`src/rtl/hub75_pkg.sv`:
```
// Shared types and constants for the HUB75 capture path: flush FSM states,
// field widths and the framebuffer address packing helper.
package hub75_pkg;

  localparam int ROW_W     = 5;
  localparam int COL_W     = 6;
  localparam int PIX_W     = 4;
  localparam int FB_ADDR_W = 12;

  typedef enum logic [1:0] {
    IDLE,
    WR_A,
    WR_B,
    DONE
  } flush_state_t;

  // Framebuffer address layout is {half, row, col}; half 0 is the upper lane.
  function automatic logic [FB_ADDR_W-1:0] fb_addr(
    input logic             half,
    input logic [ROW_W-1:0] row,
    input logic [COL_W-1:0] col
  );
    return {half, row, col};
  endfunction

endpackage

```
`src/rtl/hub75_input_sync.sv`:
```
// Oversampling front end: one identical SYNC_STAGES chain per HUB75 input so
// data, row and oe stay aligned with the hub_clk/hub_latch edge strobes.
module hub75_input_sync
  import hub75_pkg::*;
#(
  parameter int SYNC_STAGES = 2
) (
  input  logic             clk,
  input  logic             rst,
  input  logic             hub_clk,
  input  logic             hub_latch,
  input  logic             hub_oe,
  input  logic [ROW_W-1:0] hub_row,
  input  logic [PIX_W-1:0] hub_data_a,
  input  logic [PIX_W-1:0] hub_data_b,
  output logic             clk_rise,
  output logic             latch_rise,
  output logic             oe_sync,
  output logic [ROW_W-1:0] row_sync,
  output logic [PIX_W-1:0] data_a_sync,
  output logic [PIX_W-1:0] data_b_sync
);

  localparam int W = 3 + ROW_W + 2 * PIX_W;

  logic [W-1:0] stage [SYNC_STAGES];
  logic         clk_last;
  logic         latch_last;

  // NOTE: every stage uses <= so the chain advances one flop per clock instead of collapsing.
  always_ff @(posedge clk) begin
    if (rst) begin
      for (int i = 0; i < SYNC_STAGES; i++) stage[i] <= '0;
    end else begin
      stage[0] <= {hub_clk, hub_latch, hub_oe, hub_row, hub_data_a, hub_data_b};
      for (int i = 1; i < SYNC_STAGES; i++) stage[i] <= stage[i-1];
    end
  end

  assign {clk_last, latch_last, oe_sync, row_sync, data_a_sync, data_b_sync} = stage[SYNC_STAGES-1];

  // The newer of the last two samples is high while the older is low.
  assign clk_rise   = stage[SYNC_STAGES-2][W-1] && !clk_last;
  assign latch_rise = stage[SYNC_STAGES-2][W-2] && !latch_last;

endmodule

```
`src/rtl/hub75_capture.sv`:
```
// HUB75 panel-side receiver: ping-pong line capture and framebuffer write-back.
// Optional oe-low statistics are built when HUB75_OE_STATS_EN is defined.
module hub75_capture
  import hub75_pkg::*;
#(
  parameter int ROWS        = 32,
  parameter int COLUMNS     = 64,
  parameter int SYNC_STAGES = 2
) (
  input  logic                 clk,
  input  logic                 rst,
  input  logic                 hub_clk,
  input  logic                 hub_latch,
  input  logic                 hub_oe,
  input  logic [ROW_W-1:0]     hub_row,
  input  logic [PIX_W-1:0]     hub_data_a,
  input  logic [PIX_W-1:0]     hub_data_b,
  output logic [FB_ADDR_W-1:0] wr_addr,
  output logic [PIX_W-1:0]     wr_data,
  output logic                 wr_en,
  input  logic                 wr_ready,
  output logic                 row_done,
  output logic                 overrun,
  output logic                 long_line
`ifdef HUB75_OE_STATS_EN
  ,
  output logic [15:0]          oe_low_cycles,
  output logic                 oe_stat_valid
`endif
);

  if (ROWS > (1 << ROW_W) || COLUMNS > (1 << COL_W) || SYNC_STAGES < 2) begin : g_bad_cfg
    $error("hub75_capture: unsupported ROWS/COLUMNS/SYNC_STAGES");
  end

  localparam int                CNT_W    = $clog2(COLUMNS + 1);
  localparam logic [CNT_W-1:0]  LINE_MAX = CNT_W'(COLUMNS);

  logic             clk_rise, latch_rise, oe_sync;
  logic [ROW_W-1:0] row_sync;
  logic [PIX_W-1:0] data_a_sync, data_b_sync;

  hub75_input_sync #(.SYNC_STAGES(SYNC_STAGES)) u_sync (
    .clk        (clk),
    .rst        (rst),
    .hub_clk    (hub_clk),
    .hub_latch  (hub_latch),
    .hub_oe     (hub_oe),
    .hub_row    (hub_row),
    .hub_data_a (hub_data_a),
    .hub_data_b (hub_data_b),
    .clk_rise   (clk_rise),
    .latch_rise (latch_rise),
    .oe_sync    (oe_sync),
    .row_sync   (row_sync),
    .data_a_sync(data_a_sync),
    .data_b_sync(data_b_sync)
  );

  logic [2*PIX_W-1:0] line_mem [2][COLUMNS];
  logic [1:0]         bank_full;
  logic [ROW_W-1:0]   bank_row [2];
  logic [CNT_W-1:0]   bank_len [2];
  logic               shift_bank, flush_bank;
  logic [CNT_W-1:0]   col_cnt, col_next;
  logic [COL_W-1:0]   fl_col;
  logic               shift_take, latch_take, latch_keep, last_col;
  logic [2*PIX_W-1:0] flush_pix;
  flush_state_t       state, state_next;

  // A clock edge landing with a latch edge is counted before the latch sees the length.
  always_comb begin
    shift_take = clk_rise && (col_cnt != LINE_MAX);
    col_next   = col_cnt + CNT_W'(shift_take);
    latch_take = latch_rise && (col_next != '0);
    latch_keep = latch_take && !bank_full[shift_bank];
  end

  assign last_col  = (CNT_W'(fl_col) == bank_len[flush_bank] - CNT_W'(1));
  assign flush_pix = line_mem[flush_bank][fl_col];

  // NOTE: the line buffer has no reset; bank_full gates every read, so stale contents are never seen.
  always_ff @(posedge clk) begin
    if (shift_take && !bank_full[shift_bank])
      line_mem[shift_bank][col_cnt[COL_W-1:0]] <= {data_a_sync, data_b_sync};
  end

  // A bank that is still full or flushing refuses new pixels and drops its line at latch.
  always_ff @(posedge clk) begin
    if (rst) begin
      col_cnt    <= '0;
      shift_bank <= 1'b0;
      flush_bank <= 1'b0;
      bank_full  <= '0;
      fl_col     <= '0;
      overrun    <= 1'b0;
      long_line  <= 1'b0;
      for (int b = 0; b < 2; b++) begin
        bank_row[b] <= '0;
        bank_len[b] <= '0;
      end
    end else begin
      if (clk_rise && !shift_take) long_line <= 1'b1;

      if (latch_take) begin
        col_cnt <= '0;
        if (latch_keep) begin
          bank_full[shift_bank] <= 1'b1;
          bank_row[shift_bank]  <= row_sync;
          bank_len[shift_bank]  <= col_next;
          shift_bank            <= ~shift_bank;
        end else begin
          overrun <= 1'b1;
        end
      end else begin
        col_cnt <= col_next;
      end

      case (state)
        WR_B: if (wr_ready) fl_col <= last_col ? '0 : fl_col + 1'b1;
        DONE: begin
          bank_full[flush_bank] <= 1'b0;
          flush_bank            <= ~flush_bank;
        end
        default: ;
      endcase
    end
  end

  always_ff @(posedge clk) begin
    if (rst) state <= IDLE;
    else     state <= state_next;
  end

  // Banks fill alternately, so the oldest full bank is always flush_bank.
  always_comb begin
    state_next = state;
    case (state)
      IDLE:    if (bank_full[flush_bank]) state_next = WR_A;
      WR_A:    if (wr_ready) state_next = WR_B;
      WR_B:    if (wr_ready) state_next = last_col ? DONE : WR_A;
      DONE:    state_next = IDLE;
      default: state_next = IDLE;
    endcase
  end

  // NOTE: every output gets a default first so this block never infers a latch.
  always_comb begin
    wr_en    = 1'b0;
    wr_addr  = '0;
    wr_data  = '0;
    row_done = 1'b0;
    case (state)
      WR_A: begin
        wr_en   = 1'b1;
        wr_addr = fb_addr(1'b0, bank_row[flush_bank], fl_col);
        wr_data = flush_pix[2*PIX_W-1:PIX_W];
      end
      WR_B: begin
        wr_en   = 1'b1;
        wr_addr = fb_addr(1'b1, bank_row[flush_bank], fl_col);
        wr_data = flush_pix[PIX_W-1:0];
      end
      DONE:    row_done = 1'b1;
      default: ;
    endcase
  end

`ifdef HUB75_OE_STATS_EN
  logic [15:0] oe_cnt;
  logic        oe_armed, oe_seen_low;

  always_ff @(posedge clk) begin
    if (rst) begin
      oe_low_cycles <= '0;
      oe_stat_valid <= 1'b0;
      oe_cnt        <= '0;
      oe_armed      <= 1'b0;
      oe_seen_low   <= 1'b0;
    end else begin
      oe_stat_valid <= 1'b0;
      if (latch_take) begin
        if (oe_armed) begin
          oe_low_cycles <= oe_cnt;
          oe_stat_valid <= 1'b1;
        end
        oe_armed    <= latch_keep;
        oe_cnt      <= '0;
        oe_seen_low <= 1'b0;
      end else if (oe_armed) begin
        if (!oe_sync) begin
          if (oe_cnt != 16'hFFFF) oe_cnt <= oe_cnt + 16'd1;
          oe_seen_low <= 1'b1;
        end else if (oe_seen_low && clk_rise) begin
          oe_low_cycles <= oe_cnt;
          oe_stat_valid <= 1'b1;
          oe_armed      <= 1'b0;
        end
      end
    end
  end
`else
  // Without the statistics block the oe level is deliberately ignored.
  logic oe_unused;
  assign oe_unused = oe_sync;
`endif

endmodule

```
`config.mk`:
```
export PLATFORM = sky130hd
export DESIGN_NAME = hub75_capture
export DESIGN_NICKNAME = d
export VERILOG_FILES = /design/src/rtl/hub75_pkg.sv /design/src/rtl/hub75_input_sync.sv /design/src/rtl/hub75_capture.sv
export SDC_FILE = /design/constraint.sdc
export NUM_CORES = 1
export LEC_CHECK = 0
export BUFFER_PORTS_ARGS = -buffer_cell sky130_fd_sc_hd__buf_4
export CAP_MARGIN = 20
export CELL_PAD_IN_SITES_DETAIL_PLACEMENT = 1
export CELL_PAD_IN_SITES_GLOBAL_PLACEMENT = 2
export CORE_MARGIN = 2
export CORE_UTILIZATION = 40
export DETAILED_ROUTE_END_ITERATION = 8
export PLACE_DENSITY_LB_ADDON = 0.1
export SETUP_SLACK_MARGIN = 0.2
export SLEW_MARGIN = 15
export SYNTH_ARGS = -nofsm -noshare
export SYNTH_HDL_FRONTEND = slang
export SYNTH_HIERARCHICAL = 1
export SYNTH_SLANG_ARGS = --single-unit
```
`constraint.sdc`:
```
create_clock -name clk -period 5.2 [get_ports clk]
set_input_delay 0.26 -clock clk [delete_from_list [all_inputs] [get_ports clk]]
set_output_delay 0.26 -clock clk [all_outputs]
set_load 0.1 [all_outputs]
```
==> results.tsv, run 1 <==
stage	metric	value	unit
outcome	outcome	finished clean	
setup_path	CP max FO	23	
floorplan	Die Height	332	microns
setup_path	slowest CP cell	o31ai_1	
logic_synthesis	Post-Syn Instances	2218	
global_routing	antenna violations before repair	6	
floorplan	Initial Util	40.3	%
timing	Worst slew margin	25.6	%
floorplan	Core Area	107000	sq um
clock_network	Worst-path clk slew	0.06	ns
timing	Final Critical Period	4.90	ns
clock_network	Clock Tree Buf Depth	3	
cells_and_area	fraction of layout cells with a size suffix above 1	21.5	%
cells_and_area	fin util	45.8	%
logic_synthesis	cell area after synthesis	43100	sq um
timing	fin. max-slew vios	0	
routing	Initial DRC Count	1740	
timing	final hold slack	0.317	ns
placement	GPL Wtd Cong	0.827	
logic_synthesis	Yosys warnings	6	
routing	DRC violations left	0	
global_routing	GR Util All Layers	21.0	%
placement	cell total after placement	3609	
routing	Antenna Nets Post-Route	0	
global_routing	grt ovf	0	
setup_path	endpoint type of the worst setup path	output pin	
logic_synthesis	Mean Syn Cell Area	19.4	sq um
cells_and_area	nets@finish	2372	
flow_run	Max Cap Viol	0	
setup_path	most frequent CP cell	buf_4	
setup_path	CP max stage delay	0.76	ns
timing	f_max	204	MHz
global_routing	global-route wire length before repair	167	mm
power	pwr/cell area	387	nW/um^2
timing	Final period util	94.3	%
placement	I/O Buffers	37	
timing	Fin. Hold Viols	0	
clock_network	Clk Tree Root Cell	clkbuf_16	
setup_path	CP Class	reg2out	
placement	dpl hpwl	71.9	mm
floorplan	Std-Cell Rows	120	
timing	RSZ-0062 raised after global routing	false	
timing	Final Skew	0.0247	ns
clock_network	later-pin clock latency in the skew report	0.70	ns
worst_hold_path	Hold Path Class	in2reg	
cells_and_area	Non-Filler Instances	3851	
global_routing	vias in the first global route	23000	
power	IR Drop Worst-Case VDD	329	uV
routing	drt wl/cell	29.9	microns
clock_network	CTS Buf Count	119	
power	Leak Pwr	15.1	nW
clock_network	H-Tree Level Count	3	
setup_path	Critical Path Source Type	register	
floorplan	Die ar.	110000	sq um
floorplan	Die X	332	microns
setup_path	Required @ worst endpoint	4.94	ns
timing	final setup violation count	0	
global_routing	pin count of the biggest net entering global routing	90	
floorplan	io pins	39	
setup_path	worst-path cell chain	buf_4, buf_4, mux4_2, nand2b_1, a21oi_1, o31ai_1, nor4_1, o31ai_1, buf_4	
clock_network	CTS tree	built	
routing	drt pass-1 iters	5	
clock_network	Sink Count	1100	
routing	vias per inst	5.62	
setup_path	WP data arrival	4.64	ns
timing	Slew @ Worst Pin	1.11	ns
timing	Setup TNS	0	ns
logic_synthesis	Mapped Nets	2246	
cells_and_area	Area growth, synth to finish	13.7	%
routing	final wirelength	115	mm
routing	via count	21600	
cells_and_area	Fillers	9883	
[per-stage QoR]
step	instance area, sq um	worst slack (ns)	total power [mW]
3_3_place_gp	45000	1.06	10.9
5_1_grt	49000	0.209	19.5
4_1_cts	49000	0.230	19.2
3_5_place_dp	45000	0.946	10.9
6_report	49000	0.295	19.0
2_1_floorplan	43100	0.900	10.6
[worst max-delay path: cells and delay by family, from the launching register on]
family | cells | cell delay, ns
multiplexers | 1 | 0.25
AND/OR/NAND/NOR | 2 | 0.36
buffers and inverters | 3 | 1.03
flip-flops | 1 | 0.71
AO/OA/AOI/OAI | 3 | 1.55
[layer usage]
metal / up-vias / GRT usage, % / wire, microns
li1: 9266 / - / -
met1: 11700 / 29.5 / 51000
met2: 545 / 33.8 / 55300
met3: 160 / 3.28 / 5460
met4: 2 / 6.80 / 3370
met5: - / 0 / 12
[cell usage in the layout (no fill, tap or decap), types with 17 or more instances in the layout]
cell type	count
edfxtp_1	1048
mux4_2	206
nor2_1	182
buf_4	122
mux2i_1	121
clkbuf_16	121
a22oi_1	47
clkinv_1	45
a21oi_1	43
dfxtp_1	41
nand2_1	40
nor3_1	40
nor2b_1	39
and2_1	23
o22ai_1	23
clkinv_2	23
a221oi_1	22
o21ai_0	17
dlygate4sd3_1	17
[layout make-up]
type / instances / area, sq um / share of cell area, %
antenna: 1 / 2.50 / 0.00511
clock buffer: 137 / 3090 / 6.31
clock inverter: 87 / 697 / 1.42
inverter: 7 / 26.3 / 0.0537
multi-input combinational: 972 / 9660 / 19.7
sequential: 1100 / 32600 / 66.5
tap: 1403 / 1760 / 3.58
timing repair buffer: 144 / 1190 / 2.42
[final timing paths]
check | startpoint | end | slack (ns) | depth (start not counted)
hold / removal | hub_row[1] | u_sync/stage[0][9]$_SDFF_PP0_ | 0.32 | 3
setup reg to reg | col_cnt[5]$_SDFF_PP0_ | bank_len[0][3]$_SDFFCE_PN0P_ | 0.92 | 11
setup / recovery | register | wr_data[2] | 0.30 | 9
hold reg to reg | u_sync/stage[0][4]$_SDFF_PP0_ | u_sync/stage[0][20]$_SDFF_PP0_ | 0.43 | 1
[repair_timing]
| action | in CTS | in global routing |
|---|---|---|
| endpoints found under the hold margin | 19 | 0 |
| hold buffers | 17 | 0 |
| resized for setup | 0 | 1 |
| setup endpoints to repair | 0 | 1 |
| buffers inserted | 0 | 0 |
[power by group]
group	internal, mW	switching (mW)
Sequential	9.69	0.0929
Clock	4.76	3.48
Combinational	0.340	0.592
[state kept, by name, summed over array words and instances, names as in the netlist, named ones only]
name and flops:
u_sync/stage 30, overrun 1, line_mem 1024, bank_full 2
col_cnt 7, long_line 1, flush_bank 1, bank_len 14
state 2, shift_bank 1, bank_row 10, fl_col 6
No activity file was read; power rests on OpenSTA's default activity.
==> run 2, diff against run 1 <==
--- a/config.mk
+++ b/config.mk
@@ -17,5 +17,4 @@
 export SLEW_MARGIN = 15
 export SYNTH_ARGS = -nofsm -noshare
 export SYNTH_HDL_FRONTEND = slang
-export SYNTH_HIERARCHICAL = 1
 export SYNTH_SLANG_ARGS = --single-unit
==> results.tsv, run 2 <==
stage	metric	value	unit
timing	f_max	203	MHz
setup_path	CP max FO	29	
logic_synthesis	Mean Syn Cell Area	19.7	sq um
power	Leak Pwr	16.4	nW
power	internal power	14.5	mW
cells_and_area	Final Cell Area	49100	sq um
global_routing	global-route wire length before repair	168	mm
power	Clock Power Share	42.5	%
logic_synthesis	prevailing post-synth register cell	edfxtp_1	
timing	Setup TNS	0	ns
worst_hold_path	Hold Path Class	in2reg	
clock_network	later-pin clock latency in the skew report	0.70	ns
cells_and_area	Fillers	10100	
power	Gate power share	4.4	%
power	sw frac	21.4	%
logic_synthesis	cell area after synthesis	43500	sq um
floorplan	io pins	39	
floorplan	Initial Util	40.1	%
setup_path	CP Class	reg2out	
global_routing	grt ovf	0	
timing	Final Critical Period	4.93	ns
cells_and_area	Area growth, synth to finish	12.9	%
floorplan	Die ar.	111000	sq um
logic_synthesis	ys async rst share	0	%
routing	Initial DRC Count	1747	
clock_network	Post-CTS Setup Repair Bufs	0	
floorplan	Core Area	108000	sq um
timing	Worst slew margin	24.0	%
setup_path	Critical Path Source Type	register	
global_routing	GR Util All Layers	21.2	%
logic_synthesis	Yosys cell types	74	
clock_network	Clk Tree Root Cell	clkbuf_16	
routing	drt wl/cell	30.4	microns
cells_and_area	fraction of layout cells with a size suffix above 1	22.4	%
routing	drt pass-1 iters	5	
global_routing	antenna violations before repair	1	
clock_network	CTS Buf Count	115	
logic_synthesis	EDFF count, synth	1048	
routing	via count	21600	
placement	placed cell areas	45300	sq um
clock_network	CTS tree	built	
timing	Final Skew	0.0188	ns
clock_network	Worst-path clk slew	0.06	ns
power	Reg power frac	53.1	%
logic_synthesis	#FFs+latches synth	1100	
logic_synthesis	Post-synth top cells	1,048 x edfxtp_1, 194 x mux4_2, 194 x nor2_1	
timing	fin. max-slew vios	0	
global_routing	vias in the first global route	23100	
cells_and_area	max reg flops	1024	
flow_run	Max Cap Viol	0	
placement	GPL Wtd Cong	0.842	
floorplan	Die X	334	microns
routing	DRC violations left	0	
cells_and_area	register area	32600	sq um
clock_network	Sink Count	1100	
timing	RSZ-0062 raised after global routing	false	
routing	vias per inst	5.61	
outcome	outcome	finished clean	
setup_path	Required @ worst endpoint	4.94	ns
cells_and_area	nets@finish	2373	
logic_synthesis	Yosys warnings	0	
timing	Slew @ Worst Pin	1.14	ns
power	IR Drop Worst-Case VDD	276	uV
setup_path	WP data arrival	4.67	ns
floorplan	Std-Cell Rows	121	
logic_synthesis	Mapped Nets	2233	
cells_and_area	multi-input logic area	9950	sq um
timing	Final period util	94.9	%
logic_synthesis	area leader, netlist	edfxtp_1	
cells_and_area	commonest non-fill, non-tap cells in the layout	1,048 x edfxtp_1, 194 x mux4_2, 192 x nor2_1	
logic_synthesis	synth top area cells	edfxtp_1 72%, mux4_2 10%, dfxtp_1 2.4%, mux2i_1 2.0%, nor2_1 1.7%	
power	pwr/cell area	375	nW/um^2
setup_path	R2R setup slack	1.12	ns
timing	final setup violation count	0	
clock_network	post-CTS sizing	0	
logic_synthesis	Post-Syn Instances	2205	
cells_and_area	diodes inserted	0	
timing	Fin. Hold Viols	0	
cells_and_area	commonest non-fill, non-tap cell in the layout	edfxtp_1	
power	switching power	3.93	mW
setup_path	endpoint type of the worst setup path	output pin	
clock_network	Clock Tree Buf Depth	3	
routing	Antenna Nets Post-Route	0	
logic_synthesis	Synth top area share	72.3	%
floorplan	Die Height	334	microns
placement	dpl hpwl	73.5	mm
logic_synthesis	cell with the most instances after synthesis	edfxtp_1	
routing	final wirelength	117	mm
global_routing	pin count of the biggest net entering global routing	81	
placement	I/O Buffers	37	
clock_network	H-Tree Level Count	3	
logic_synthesis	sequential element share of the synthesized area	74.7	%
-- run 2: cell type report --
type	count	area share [%]
clock buffer	149	6.21
clock inverter	56	0.994
inverter	9	0.0688
multi-input combinational	973	20.3
sequential	1100	66.3
tap	1414	3.60
timing repair buffer	146	2.58
-- run 2: stage by stage --
stage / utilization, % / instances / setup slack [ns] / hold slack [ns] / total power, mW
after global routing: 45.3 / 3847 / 0.248 / 0.375 / 19.0
final: 45.3 / 3847 / 0.268 / 0.358 / 18.4
after detailed placement: 41.8 / 3610 / 1.06 / 0.425 / 10.8
after global placement: 41.7 / 3609 / 1.01 / 0.422 / 10.7
after CTS: 45.3 / 3846 / 0.286 / 0.324 / 18.6
after floorplan: - / 2205 / 0.916 / 0.388 / 10.5
-- run 2: power groups by stage --
stage | clock, mW | sequential, mW | combinational [mW]
global placement | 0 | 9.96 | 0.786
floorplan | 0 | 9.94 | 0.556
detailed placement | 0 | 9.97 | 0.798
CTS | 8.00 | 9.78 | 0.817
finish | 7.83 | 9.78 | 0.808
global route | 8.31 | 9.78 | 0.861
-- run 2: critical path, cell delays in order, from the launching register on --
cell and delay (ns):
dfxtp_4 0.72, nand2_1 0.70, o221ai_1 0.57, o21ai_0 0.34, a41o_1 0.40, nor3_1 0.54
a211o_1 0.18, o31ai_1 0.08, buf_4 0.19, buf_4 0.23
-- run 2: repair_timing --
action | in CTS | in global routing
endpoints found under the hold margin | 30 | 0
hold buffers | 31 | 0
setup endpoints to repair | 0 | 0
-- run 2: final timing paths --
| path | to | from | cells after the start |
|---|---|---|---|
| worst max-delay path | wr_data[3] | fl_col[1]$_SDFFE_PP0P_ | 9 |
| worst min-delay path | u_sync.stage[0][7]$_SDFF_PP0_ | hub_data_a[3] | 3 |
| worst max register to register | line_mem[1][20]$_DFFE_PP_ | shift_bank$_SDFFE_PP0P_ | 4 |
| worst min register to register | u_sync.stage[0][22]$_SDFF_PP0_ | u_sync.stage[0][6]$_SDFF_PP0_ | 1 |
-- run 2: per-layer routing --
layer  vias to the layer above  track usage, %  wire (microns)
li1                       9307               -               -
met1                     11600            29.7           51900
met2                       573            33.7           55500
met3                       154            3.94            6400
met4                         2            6.43            3140
met5                         -               0              13
-- run 2: logic make-up after synthesis --
group	synth area share (%)
flops	74.7
simple gates	4.32
mux	14.2
compound gates	3.67
buf+inv	2.46
xor+xnor	0.382
fa+ha+maj	0.259
